## src/rtl/led_div_seq.sv

```systemverilog
// led_div_seq: sweeps an LED divisor between MIN and MAX on a prescaled tick, with wrap/bounce modes and a manual override.
module led_div_seq #(
  parameter int TICK_DIV = 100000
) (
  input  logic        clk100,
  input  logic        rst,
  input  logic        cfg_we_i,
  input  logic [2:0]  cfg_addr_i,
  input  logic [15:0] cfg_data_i,
  output logic [11:0] div_o,
  output logic        wren_o,
  output logic        busy_o,
  output logic        dir_o
);
  typedef enum logic [1:0] {IDLE, LOAD, RUN} state_t;
  localparam int PW = $clog2(TICK_DIV);
  localparam logic [PW-1:0] PMAX = PW'(TICK_DIV - 1);
  state_t state, state_n;
  logic en, mode;
  logic [11:0] mn, mx, div_n, up_div, dn_div;
  logic [15:0] per, per_m1, cnt, cnt_n;
  logic [PW-1:0] pre, pre_n;
  logic run, tick, done, step, manual, load, oor, at_max, at_min, up_dir, dn_dir, dir_n, wren_n;
  always_ff @(posedge clk100 or posedge rst)
    if (rst) state <= IDLE;
    else state <= state_n;
  always_comb state_n = !en ? IDLE : state == IDLE ? LOAD : RUN;
  always_comb begin
    run    = state == RUN && en;
    tick   = run && pre == PMAX;
    per_m1 = per == 16'd0 ? 16'd0 : per - 16'd1;
    done   = tick && cnt >= per_m1;
    step   = done && mn < mx;
    manual = state == IDLE && cfg_we_i && cfg_addr_i == 3'd4;
    load   = state == LOAD && en;
    oor    = div_o < mn || div_o > mx;
    at_max = div_o == mx;
    at_min = div_o == mn;
    pre_n  = run && !tick ? pre + 1'b1 : '0;
    cnt_n  = !run || done ? 16'd0 : tick ? cnt + 16'd1 : cnt;
    up_div = !at_max ? div_o + 12'd1 : mode ? mx - 12'd1 : mn;
    up_dir = !(at_max && mode);
    dn_div = at_min ? mn + 12'd1 : div_o - 12'd1;
    dn_dir = at_min;
    div_n  = manual ? cfg_data_i[11:0] : load ? mn : !step ? div_o : oor ? mn : dir_o ? up_div : dn_div;
    dir_n  = load ? 1'b1 : !step ? dir_o : oor ? 1'b1 : dir_o ? up_dir : dn_dir;
    wren_n = manual || load || step;
  end
  always_ff @(posedge clk100 or posedge rst)
    if (rst) begin
      div_o  <= '0;
      wren_o <= 1'b0;
      dir_o  <= 1'b1;
      busy_o <= 1'b0;
      pre    <= '0;
      cnt    <= '0;
      en     <= 1'b0;
      mode   <= 1'b0;
      mn     <= 12'd1;
      mx     <= 12'd4095;
      per    <= 16'd1;
    end else begin
      div_o  <= div_n;
      wren_o <= wren_n;
      dir_o  <= dir_n;
      busy_o <= state_n != IDLE;
      pre    <= pre_n;
      cnt    <= cnt_n;
      if (cfg_we_i && cfg_addr_i == 3'd0) {mode, en} <= cfg_data_i[1:0];
      if (cfg_we_i && cfg_addr_i == 3'd1) mn <= cfg_data_i[11:0];
      if (cfg_we_i && cfg_addr_i == 3'd2) mx <= cfg_data_i[11:0];
      if (cfg_we_i && cfg_addr_i == 3'd3) per <= cfg_data_i;
    end
endmodule
```

## config.mk

```make
export PLATFORM = sky130hd
export DESIGN_NAME = led_div_seq
export DESIGN_NICKNAME = d
export VERILOG_FILES = /design/src/rtl/led_div_seq.sv
export SDC_FILE = /design/constraint.sdc
export NUM_CORES = 1
export LEC_CHECK = 0
export BUFFER_PORTS_ARGS = -buffer_cell sky130_fd_sc_hd__buf_2
export CAP_MARGIN = 15
export CORE_ASPECT_RATIO = 1.75
export CORE_MARGIN = 2
export CORE_UTILIZATION = 58
export CTS_BUF_LIST = sky130_fd_sc_hd__clkbuf_4
export CTS_CLUSTER_SIZE = 12
export DETAILED_ROUTE_END_ITERATION = 8
export PLACE_DENSITY = 0.79
export SLEW_MARGIN = 10
export SYNTH_ARGS = -nofsm -noshare
export SYNTH_HDL_FRONTEND = slang
export SYNTH_SLANG_ARGS = --single-unit
```

## constraint.sdc

```tcl
create_clock -name clk100 -period 3.55 [get_ports clk100]
set_input_delay 0.355 -clock clk100 [delete_from_list [all_inputs] [get_ports clk100]]
set_output_delay 0.355 -clock clk100 [all_outputs]
set_load 0.02 [all_outputs]
```

==> metrics <==
starting density of the core=58.7%; placed cell area=approximately 7400 µm²; Worst-Margin Slew=approximately 1.1 ns; cell mode on critical path=buf_4; Required @ worst endpoint=3.94 ns; leak pwr=0.00337 µW; Slew HR=a little over a quarter; commonest non-fill, non-tap cell in the layout=dfrtp_1; FF-to-FF End=div_o[11]; Distinct cells, synth=60; vias in the first global route=~6500; reg2reg setup slack=-0.15 ns; Worst path slowest cell=or4_4; placer congestion estimate=1.03; root buf cell=clkbuf_4; insertion delay to the later sink of the worst-skew pair=0.49 ns; # IOs=37; vias after detailed routing=6497; syn_area_per_cell=a little under 9 µm²; Fin Hold WS=roughly 0.084 ns; register area share after synthesis=34.5%; DP Worst Slack=-0.241 ns; remaining antenna violation count=0; final period utilization=104%; Max Freq=~0.27 GHz; worst r2r src=per[8]; nets=937; final setup vio count=14; Hold Fails Final Rpt=0; final number of max-transition violations=0; Yosys warnings=0; largest net degree at the start of global routing=42; total track usage=about 34%; CTS tree=built; cell count after synthesis=around 780; DRC=0; Post-DP HPWL=16200 µm; Worst Hold Depth=3; worst-path maximum fanout=8; failing checks=setup timing; maxcap violations=0; initial antenna violation count=1; first-pass GRT wire length=approximately 34000 µm; Rows=52; async set-or-reset flop fraction in the synthesized netlist=100%; clock sinks=slightly above 90; die area=approximately 13000 µm²; max incr delay on CP=0.57 ns; Die Height=146 µm; Clock transition at path regs=between 0.15 and 0.2 ns; status=finished, violations left; RSZ-0062 raised after global routing=true; DR vias/cell=between 6 and 7; CP Cell Sequence=or4_4 > nor4_4 > nand4b_1 > buf_4 > nand2b_1 > ha_2 > nor2_1 > a21o_1 > a211oi_2 > buf_4 > o221ai_4 > o21a_4 > and3_4 > a221o_1; Worst Reg2Reg Path Length in Cells=14; Arr. time, crit path=approximately 4.1 ns; die width=between 80 and 90 µm; Setup WS post-layout=-0.151 ns; Min-Delay Endpoint=mx[0]; Routed WL per cell=between 20 and 25 µm; most frequent cells in the layout=77 x dfrtp_1, 74 x nand2_1, 65 x nor2_1, 63 x buf_4, 56 x o21ai_0; Hold Crit Start=cfg_data_i[0]; number of synthesized flops with an enable pin=0; area of the core=11500 µm²; Max IR drop VDD=0.000437 V; H-tree Lvls=3; grt total ovfl=0; maximum clock insertion buffer count=2; Power per Cell Area=between 600 and 700 nW/µm²; Worst Skew=between 0.015 and 0.02 ns; hold crit path type=input pin to flip-flop; Final min period=~3.7 ns; share of cells above drive strength 1=22.3%; Layout area overhead=15.7%; Seq cells post-synth=between 90 and 100; Most used DFF post-synth=dfrtp_1; Setup Crit Path Kind=flip-flop to flip-flop; total CTS buffers=9; WP buf/inv=2; Post-Syn Area=between 6000 and 7000 µm²; CP Capture Type=flip-flop; Syn Nets=857; Finished Cell Area=7780 µm²; Total Wirelength=around 22000 µm; Port Buffers=36; fillers=a little over 900; DR iter-0 viols=381; Detailed Routing Iterations Pass 1=5; Largest delay share family, worst path=simple AND/OR/NAND/NOR gates; Worst setup SP type=flip-flop
-- where the power goes --
| part | total [µW] | internal (µW) | switching, µW |
|---|---|---|---|
| combinational | 2710 | 1100 | 1600 |
| sequential | 1510 | 1260 | 249 |
| clock | 557 | 147 | 410 |
| total | 4780 | 2520 | 2260 |
-- registers in the layout (all words and copies together), names as in the netlist --
signal  flops
mn         12
div_o      12
per        16
mx         12
dir_o       1
mode        1
cnt        16
state       2
busy_o      1
en          1
pre        17
wren_o      1
-- area by class of cell --
| class | instances | area [µm²] | area share, % |
|---|---|---|---|
| clock inverters | 7 | 48.8 | 0.627 |
| diodes | 1 | 2.50 | 0.0322 |
| well taps | 135 | 169 | 2.17 |
| flip-flops and latches | 92 | 2320 | 29.8 |
| clock buffers | 9 | 67.6 | 0.868 |
| multi-input cells | 605 | 4270 | 54.9 |
| inverters | 43 | 163 | 2.09 |
| repair buffers | 105 | 737 | 9.47 |
-- worst register-to-register path, cell delays in order (launching register included) --
cell and delay [ns]:
dfrtp_1 0.44, or4_4 0.57, nor4_4 0.32, nand4b_1 0.22, buf_4 0.22, nand2b_1 0.09
ha_2 0.20, nor2_1 0.05, a21o_1 0.19, a211oi_2 0.26, buf_4 0.17, o221ai_4 0.13
o21a_4 0.30, and3_4 0.19, a221o_1 0.25
-- worst max path at each step --
stage,startpoint,endpoint,slack (ns),cells past startpoint
detailed placement,per[11],div_o[5],-0.24,14
global placement,per[11],div_o[5],-0.09,14
floorplan,per[5],dir_o,0.008,14
finish,per[8],div_o[11],-0.15,14
CTS,per[5],div_o[5],0.008,16
global route,per[8],dir_o,-0.31,14
-- per-stage QoR --
step | utilization (%) | total power (µW) | std cells | setup TNS [ns]
floorplan | - | 3070 | 776 | 0
finish | 68.0 | 4780 | 997 | -1.22
global placement | 64.7 | 3960 | 969 | -0.412
global route | 68.0 | 5050 | 997 | -5.38
detailed placement | 64.7 | 4050 | 969 | -1.92
CTS | 66.6 | 4620 | 990 | 0
-- cells by family (layout without fill, tap and decap cells) --
| group | count (synthesis) | after routing | synth area share [%] |
|---|---|---|---|
| and+or+nand+nor | 285 | 285 | 21.1 |
| AOI/OAI and AO/OA | 175 | 175 | 16.9 |
| DFF | 92 | 92 | 34.5 |
| buffers and inverters | 79 | 164 | 4.54 |
| xor gates and xnor gates | 67 | 67 | 8.72 |
| adders and majority gates | 59 | 59 | 11.0 |
| muxes | 19 | 19 | 3.16 |
| other | 0 | 1 | 0 |
-- synth_stat cells (6+ instances only) --
| cell | number | share of area, % |
|---|---|---|
| a211oi_1 | 11 | 1.2 |
| a21o_1 | 6 | 0.67 |
| a21oi_1 | 29 | 2.2 |
| a31oi_1 | 11 | 1.0 |
| and3_1 | 9 | 0.84 |
| clkbuf_1 | 33 | 1.8 |
| dfrtp_1 | 77 | 29 |
| dfstp_2 | 15 | 5.9 |
| ha_1 | 59 | 11 |
| inv_1 | 43 | 2.4 |
| mux2_2 | 18 | 3.0 |
| nand2_1 | 78 | 4.4 |
| nand3_1 | 28 | 2.1 |
| nand4_1 | 23 | 2.1 |
| nor2_1 | 68 | 3.8 |
| nor3_1 | 20 | 1.5 |
| nor4_1 | 7 | 0.65 |
| o211ai_1 | 10 | 1.1 |
| o21ai_0 | 59 | 4.4 |
| o31ai_1 | 6 | 0.67 |
| or3_1 | 11 | 1.0 |
| or4_1 | 8 | 0.89 |
| xnor2_1 | 38 | 4.9 |
| xor2_1 | 29 | 3.8 |
-- timing repair --
| item | CTS | global route |
|---|---|---|
| hold endpoints to repair | 8 | 0 |
| resized for setup | 15 | 22 |
| endpoints found under the setup margin | 28 | 28 |
| hold buffers | 1 | 0 |
| buffers inserted | 4 | 5 |
| pin swaps | 5 | 17 |
| gates cloned | 0 | 0 |
-- routing by layer --
layer	wire length (µm)	global-route usage, %
met1	7470	36.2
met2	11700	62.5
met3	962	4.86
met4	1520	21.9
met5	0	0
Note: power is estimated with default switching activity, not from simulation.
